**src/rtl/instr_mem_loader.sv**
```systemverilog
// instr_mem_loader: boot-time loader that writes a framed, checksummed byte stream
// into instruction memory and holds the CPU in reset until a good frame lands.
module instr_mem_loader #(
    parameter int MEM_WORDS = 32,
    parameter int CNT_W     = 16
) (
    input  logic             clk_i,
    input  logic             rst_n,
    input  logic             start_i,
    input  logic             byte_valid_i,
    input  logic [7:0]       byte_data_i,
    output logic             byte_ready_o,
    output logic             imem_we_o,
    output logic [31:0]      imem_addr_o,
    output logic [31:0]      imem_data_o,
    output logic             cpu_rst_n_o,
    output logic             done_o,
    output logic             err_o,
    output logic [CNT_W-1:0] words_loaded_o
);
    typedef enum logic [2:0] {IDLE, LEN_HI, LEN_LO, DATA, CHECK, DONE, ERR} state_t;

    state_t           r_state;
    logic [7:0]       r_len_hi;
    logic [CNT_W-1:0] r_len;
    logic [CNT_W-1:0] r_widx;
    logic [1:0]       r_bcnt;
    logic [23:0]      r_word;
    logic [7:0]       r_csum;

    state_t           w_next;
    logic             w_xfer;
    logic             w_go;
    logic             w_last;
    logic [CNT_W-1:0] w_len;

    always_comb begin
        w_xfer = byte_valid_i && byte_ready_o;
        w_go   = start_i && (r_state == IDLE || r_state == DONE || r_state == ERR);
        w_len  = CNT_W'({r_len_hi, byte_data_i});
        w_last = (r_bcnt == 2'd3) && (r_widx == r_len - 1'b1);
        w_next = r_state;
        case (r_state)
            IDLE, DONE, ERR: w_next = w_go ? LEN_HI : r_state;
            LEN_HI:          w_next = w_xfer ? LEN_LO : LEN_HI;
            LEN_LO:          w_next = !w_xfer ? LEN_LO :
                                      (w_len > CNT_W'(MEM_WORDS)) ? ERR :
                                      (w_len == '0) ? CHECK : DATA;
            DATA:            w_next = (w_xfer && w_last) ? CHECK : DATA;
            CHECK:           w_next = !w_xfer ? CHECK :
                                      (byte_data_i == r_csum) ? DONE : ERR;
            default:         w_next = IDLE;
        endcase
    end

    // Outputs are registered from the next state so they change with the state itself.
    always_ff @(posedge clk_i or negedge rst_n) begin
        if (!rst_n) begin
            r_state        <= IDLE;
            r_len_hi       <= '0;
            r_len          <= '0;
            r_widx         <= '0;
            r_bcnt         <= '0;
            r_word         <= '0;
            r_csum         <= '0;
            byte_ready_o   <= 1'b0;
            imem_we_o      <= 1'b0;
            imem_addr_o    <= '0;
            imem_data_o    <= '0;
            cpu_rst_n_o    <= 1'b0;
            done_o         <= 1'b0;
            err_o          <= 1'b0;
            words_loaded_o <= '0;
        end else begin
            r_state      <= w_next;
            byte_ready_o <= (w_next == LEN_HI) || (w_next == LEN_LO) ||
                            (w_next == DATA)   || (w_next == CHECK);
            cpu_rst_n_o  <= (w_next == DONE);
            done_o       <= (w_next == DONE);
            err_o        <= (w_next == ERR);
            imem_we_o    <= 1'b0;
            if (w_go) begin
                r_csum         <= '0;
                r_widx         <= '0;
                r_bcnt         <= '0;
                words_loaded_o <= '0;
            end
            if (w_xfer && r_state != CHECK)
                r_csum <= r_csum ^ byte_data_i;
            if (w_xfer && r_state == LEN_HI)
                r_len_hi <= byte_data_i;
            if (w_xfer && r_state == LEN_LO)
                r_len <= w_len;
            if (w_xfer && r_state == DATA) begin
                r_bcnt <= r_bcnt + 2'd1;
                r_word <= {r_word[15:0], byte_data_i};
                if (r_bcnt == 2'd3) begin
                    imem_we_o      <= 1'b1;
                    imem_addr_o    <= 32'({r_widx, 2'b00});
                    imem_data_o    <= {r_word, byte_data_i};
                    r_widx         <= r_widx + 1'b1;
                    words_loaded_o <= words_loaded_o + 1'b1;
                end
            end
        end
    end
endmodule

```
**config.mk**
```make
export PLATFORM = sky130hd
export DESIGN_NAME = instr_mem_loader
export DESIGN_NICKNAME = d
export VERILOG_FILES = /design/src/rtl/instr_mem_loader.sv
export SDC_FILE = /design/constraint.sdc
export NUM_CORES = 1
export LEC_CHECK = 0
export BUFFER_PORTS_ARGS = -buffer_cell sky130_fd_sc_hd__clkbuf_2
export CORE_ASPECT_RATIO = 0.7
export CORE_UTILIZATION = 50
export DETAILED_ROUTE_END_ITERATION = 12
export PLACE_DENSITY = 0.77
export SETUP_SLACK_MARGIN = 0.2
export SYNTH_ARGS = -nofsm -noshare
export SYNTH_HDL_FRONTEND = slang
export SYNTH_SLANG_ARGS = --single-unit
```
**constraint.sdc**
```tcl
create_clock -name clk_i -period 2.8 [get_ports clk_i]
set_input_delay 0.7 -clock clk_i [delete_from_list [all_inputs] [get_ports clk_i]]
set_output_delay 0.7 -clock clk_i [all_outputs]
set_load 0.05 [all_outputs]
```
# Word level (Yosys, flattened, before mapping)
# Index checks and enable logic that the tools add are counted.
# W data, S select, Z words.
# totals
ff_bits,145
inputBits,12
output_inout_bits,85
elab_cells,76
# classes
bitwise_logic,1
n_eq_ne,16
n_reduce_logical,19
n_addsub,4
order_cmp,1
n_mux,21
# ops
cell,count
$mux W16,6
$add A16 B1 Y16 const B,2
$eq A3 B3 Y1 const B,6
$eq A16 B16 Y1,1
$gt A16 B6 Y1 const B,1
$logic_not A16 Y1,1
$mux W8,2
$sub A16 B1 Y16 const B,1
$mux W3,5
$pmux W3 S5,1
$eq A3 B2 Y1 const B,4
$mux W2,5
$eq A8 B8 Y1,1
$logic_and A1 B1 Y1,8
$xor A8 B8 Y8,1
$eq A3 B1 Y1 const B,2
$logic_or A1 B1 Y1,5
$reduce_bool A2 Y1,2
$logic_not A3 Y1,1
$ne A3 B3 Y1 const B,1
$reduce_or A3 Y1,1
$add A2 B1 Y2 const B,1
$eq A2 B2 Y1 const B,1
$mux W1,2
$reduce_and A2 Y1,1

# Longest topological paths before layout
# logic_depth
depth_word,10
ltp_mapped,10
mapped_depth_nobuf,9

# Worst setup path before layout
# OpenSTA, ideal clock, no wires.
# synth_timing
path_kind,flip-flop to flip-flop
from,reg byte_ready_o
to,reg words_loaded_o[13]
required_time_ns,2.652
setup_time_ns,0.148
path_buffers,0
synth_period_minus_slack_ns,2.383
stages_incl_launch_ff,9
slack_ns,0.417
arrival_ns,2.234
cell_sequence,dfrtp_1 > and3b_1 > nand4_1 > inv_1 > and4_1 > nand3_1 > nor2_1 > nand3_1 > mux2i_1
# synth_via
elab_chain_len,3
# synth_lines
element,line_no,source
"start, declared",12,"output logic byte_ready_o,"
"start signal, assigned",76,byte_ready_o <= (w_next == LEN_HI) || (w_next == LEN_LO) ||
$logic_and A1 B1 Y1,38,w_xfer = byte_valid_i && byte_ready_o;
$logic_and A1 B1 Y1,94,if (w_xfer && r_state == DATA) begin
$mux W16,94,
"end signal, assigned",102,words_loaded_o <= words_loaded_o + 1'b1;
"end, declared",19,output logic [CNT_W-1:0] words_loaded_o
# Every way passes these cells.
# A chain may end at the register's enable or synchronous reset.

# Worst setup path in the final report
# layout_timing
from,reg r_len[3]
to,reg err_o
# layout_via
elab_chain_len,7
# layout_lines
element,line_no,source
"start, declared",25,logic [CNT_W-1:0] r_len;
"start signal, assigned",93,r_len <= w_len;
$sub A16 B1 Y16,41,w_last = (r_bcnt == 2'd3) && (r_widx == r_len - 1'b1);
$eq A16 B16 Y1,41,
$logic_and A1 B1 Y1,41,
$logic_and A1 B1 Y1,49,DATA: w_next = (w_xfer && w_last) ? CHECK : DATA;
$mux W3,49,
$pmux W3 S5,43,case (r_state)
named net w_next[2],31,state_t w_next;
$eq A3 B3 Y1,80,err_o <= (w_next == ERR);
"end signal, assigned",80,
"end, declared",18,"output logic err_o,"
# The timed path passes the listed nets, and every way through them passes these cells.

==> impl_metrics.py <==
metrics = {
    "synthesis": {
        "syn_area_mm2": 0.006849,
        "synth_sequential_area_ratio": 0.5298,
        "netlist-cell-type-count": 61,
        "asyncSetResetFlopFracSynth": 1.000,
        "postSynthRegisterBits": 145,
        "synth_area_per_cell_um2": 9.593,
        "synth_cells": 714,
        "ys_dominant_reg_cell": "sky130_fd_sc_hd__dfrtp_1",
        "synth_area_leader_cell": "sky130_fd_sc_hd__dfrtp_1",
        "synth_edf_count": 0,
        "synth.area.top_cells": "sky130_fd_sc_hd__dfrtp_1 53%, sky130_fd_sc_hd__nand2_1 12%, sky130_fd_sc_hd__mux2_2 5.4%, sky130_fd_sc_hd__xor2_1 2.8%, sky130_fd_sc_hd__o21ai_0 2.5%",
        "synthDominantCellAreaShare": 0.5298,
        "synth.yosys.warnings": 0,
    },
    "timing": {
        "finalSetupViolations": 0,
        "finalWorstSetupSlack_ps": 321.0,
        "finalClockSkew_ps": 14.21,
        "fmax_mhz": 403.4,
        "max_slew.worst_pin.slew_ps": 605.3,
        "unrepaired_setup_endpoints_after_global_routing": "no",
        "layout_min_cycle_time_ps": 2479,
        "setup_tns_ps": 0,
        "finalMaxSlewViolations": 0,
        "hold_viol": 0,
        "worst_slew_margin_rel": 0.5964,
        "layout_worst_path_cycle_share": 0.8853,
    },
    "route": {
        "routed_wire_length_per_instance_um": 15.96,
        "antenna_violating_nets_post_route": 0,
        "finalWirelength_um": 15750,
        "drt_first_pass_iters": 5,
        "dr.first_iter.drc_count": 354,
        "drt-vias-per-instance": 5.377,
        "via_count": 5307,
        "drt_drc_violations_left": 0,
    },
    "critical_path": {
        "cp_slowest_cell": "sky130_fd_sc_hd__or4_4",
        "crit_required_ps": 3170,
        "timing.critical_path.cells": "or4_4 > o22ai_1 > or3b_1 > nor4_4 > o2111ai_4 > o31ai_4 > and3_1",
        "cp.arrival_ps": 2850,
        "worstPathMaxFanout": 8,
        "critical_path.startpoint_type": "flip-flop",
        "cp_slowest_stage_delay_ps": 550,
        "critPathCaptureType": "flip-flop",
        "critPathKind": "reg2reg",
    },
    "final_layout": {
        "fin_cells": 987,
        "layout.cells.most_common": "sky130_fd_sc_hd__nand2_1",
        "area_delta_synth_final_pct": 17.03,
        "post-route-cell-area_mm2": 0.008015,
        "post-route-util": 0.6041,
        "most_used_cells_in_the_layout_excluding_fill_and_tap_cells": "226 x sky130_fd_sc_hd__nand2_1, 143 x sky130_fd_sc_hd__dfrtp_1, 79 x sky130_fd_sc_hd__clkbuf_2, 34 x sky130_fd_sc_hd__o21ai_0, 33 x sky130_fd_sc_hd__mux2_2",
        "diodes": 0,
        "final_nets": 805,
        "drive_above_1_share": 0.2269,
    },
    "clock_network": {
        "cts.path.max_buffers": 2,
        "post-cts-setup-buffers": 0,
        "clock_sink_count": 145,
        "cts_htree_levels": 4,
        "clk_latency_ps": 430,
        "numCtsBuffers": 17,
        "clk_pin_slew_worst_paths_ps": 70,
        "cts_hold_buffers": 0,
        "cts.root.buffer_cell": "sky130_fd_sc_hd__clkbuf_16",
        "cts_tree": "yes",
        "cts_resized": 0,
    },
    "die": {
        "die_area_mm2": 0.01418,
        "floorplan.initialDensity": 0.5162,
        "rows": 35,
        "floorplan.core_area_mm2": 0.01327,
        "die_h_um": 99.92,
        "io_pins": 97,
        "die_width_um": 141.9,
    },
    "run": {
        "max_cap_violations": 0,
    },
    "placement": {
        "preCtsSetupSlack_ps": 243.1,
        "port_buffers": 80,
        "place.detailed.hpwl_um": 10420,
        "placedInstanceArea_mm2": 0.007387,
        "routabilityCongestion": 0.8762,
        "placed_cells_incl_taps": 955,
    },
    "grt": {
        "grt_start_max_net_pins": 66,
        "global_route.usage.total": 0.2393,
        "global_route_wire_length_before_repair_um": 26230,
        "grt_antenna_before_repair": 0,
        "via_count_of_the_first_global_routing_pass": 5129,
        "grt.overflow.total": 0,
    },
    "run_status": {
        "status": "completed",
    },
    "pwr": {
        "pwr_density_cell_mw_per_mm2": 904.9,
        "power.static_leakage_nw": 4.067,
        "worst_ir_drop_vdd_mv": 0.5680,
    },
    "min_path": {
        "min_path_type": "in2async",
    },
}
power by group:
group          internal, W  switching (W)  leakage, nW  total, W
logic             0.000843        0.00113         1.84   0.00198
clock network      0.00127        0.00100        0.288   0.00227
registers          0.00253       0.000468         1.94   0.00300
total              0.00465        0.00261         4.07   0.00725
routing by layer:
layer,vias to the layer above,share of wire,global-route usage
li1,2509,-,-
met1,2616,0.47,0.3407
met2,159,0.46,0.3676
met3,23,0.057,0.05773
met4,0,0.012,0.06617
met5,-,0,0
area by class of cell:
cell class	count	area, um^2
clock inverters	15	171.4
inverters	7	26.28
repair buffers	96	539.3
clock buffers	17	425.4
well taps	185	231.5
multi-input cells	522	2990
flip-flops and latches	145	3631
fillers	1128	5254
cells by family after synthesis:
family,after synthesis,synth area share
adder cells (fa/ha/maj),5,0.008769
multiplexers,44,0.07033
XOR/XNOR,39,0.04987
AND/OR/NAND/NOR,344,0.2234
buffers and inverters,62,0.04603
AO/OA/AOI/OAI,74,0.07125
other,1,0.0005475
flip-flops,145,0.5298
flip-flops by register name, summed over array words and instances (netlist names), 8 cells and up:
signal	flops
r_widx	16
r_len	16
imem_addr_o	16
r_word	24
r_csum	8
words_loaded_o	16
r_len_hi	8
imem_data_o	32
cell usage after synthesis, types with 2 or more instances:
library cell	count
sky130_fd_sc_hd__inv_1	6
sky130_fd_sc_hd__o22ai_1	3
sky130_fd_sc_hd__ha_1	4
sky130_fd_sc_hd__a221oi_1	2
sky130_fd_sc_hd__and2_1	3
sky130_fd_sc_hd__o211ai_1	3
sky130_fd_sc_hd__nor2_1	31
sky130_fd_sc_hd__xnor2_1	17
sky130_fd_sc_hd__a31oi_1	2
sky130_fd_sc_hd__mux2_2	33
sky130_fd_sc_hd__xor2_1	22
sky130_fd_sc_hd__buf_4	17
sky130_fd_sc_hd__mux2i_1	11
sky130_fd_sc_hd__nor3_1	6
sky130_fd_sc_hd__nand2_1	226
sky130_fd_sc_hd__nor2b_1	2
sky130_fd_sc_hd__nand4_1	15
sky130_fd_sc_hd__and3_1	8
sky130_fd_sc_hd__nand3_1	19
sky130_fd_sc_hd__or3_1	6
sky130_fd_sc_hd__nor4_2	2
sky130_fd_sc_hd__a21oi_1	8
sky130_fd_sc_hd__nand3b_1	3
sky130_fd_sc_hd__nand2b_1	11
sky130_fd_sc_hd__dfrtp_1	145
sky130_fd_sc_hd__nor4_1	3
sky130_fd_sc_hd__clkbuf_1	34
sky130_fd_sc_hd__o22a_2	2
sky130_fd_sc_hd__o21ai_0	34
sky130_fd_sc_hd__o31ai_1	5
through the flow:
step | power (W) | hold WS, ps
after floorplan | 0.004407 | 404.4
after global placement | 0.004875 | 447.9
after detailed placement | 0.004931 | 456.9
after CTS | 0.007206 | 296.2
after global routing | 0.007617 | 313.0
final | 0.007253 | 271.2
worst paths after layout:
kind                                               endpoint  cells after the start                   start  slack (ps)
max in group asynchronous             r_word[1]$_DFFE_PN0P_                      2                   rst_n        1840
worst min-delay path            imem_addr_o[12]$_DFFE_PN0P_                      1                   rst_n         270
worst max register to register              err_o$_DFF_PN0_                      7    r_len[3]$_DFFE_PN0P_         320
min in group clk_i              imem_data_o[29]$_DFFE_PN0P_                      2  r_word[21]$_DFFE_PN0P_         460
worst max-delay path                        err_o$_DFF_PN0_                      7    r_len[3]$_DFFE_PN0P_         320
worst min register to register  imem_data_o[29]$_DFFE_PN0P_                      2  r_word[21]$_DFFE_PN0P_         460
critical path, delay by kind of cell, from the launching register on:
kind / cells / cell delay (ps)
flip-flops: 1 / 470
AO/OA/AOI/OAI: 3 / 600
AND/OR/NAND/NOR: 4 / 1350
(Power assumes the default switching activity.)
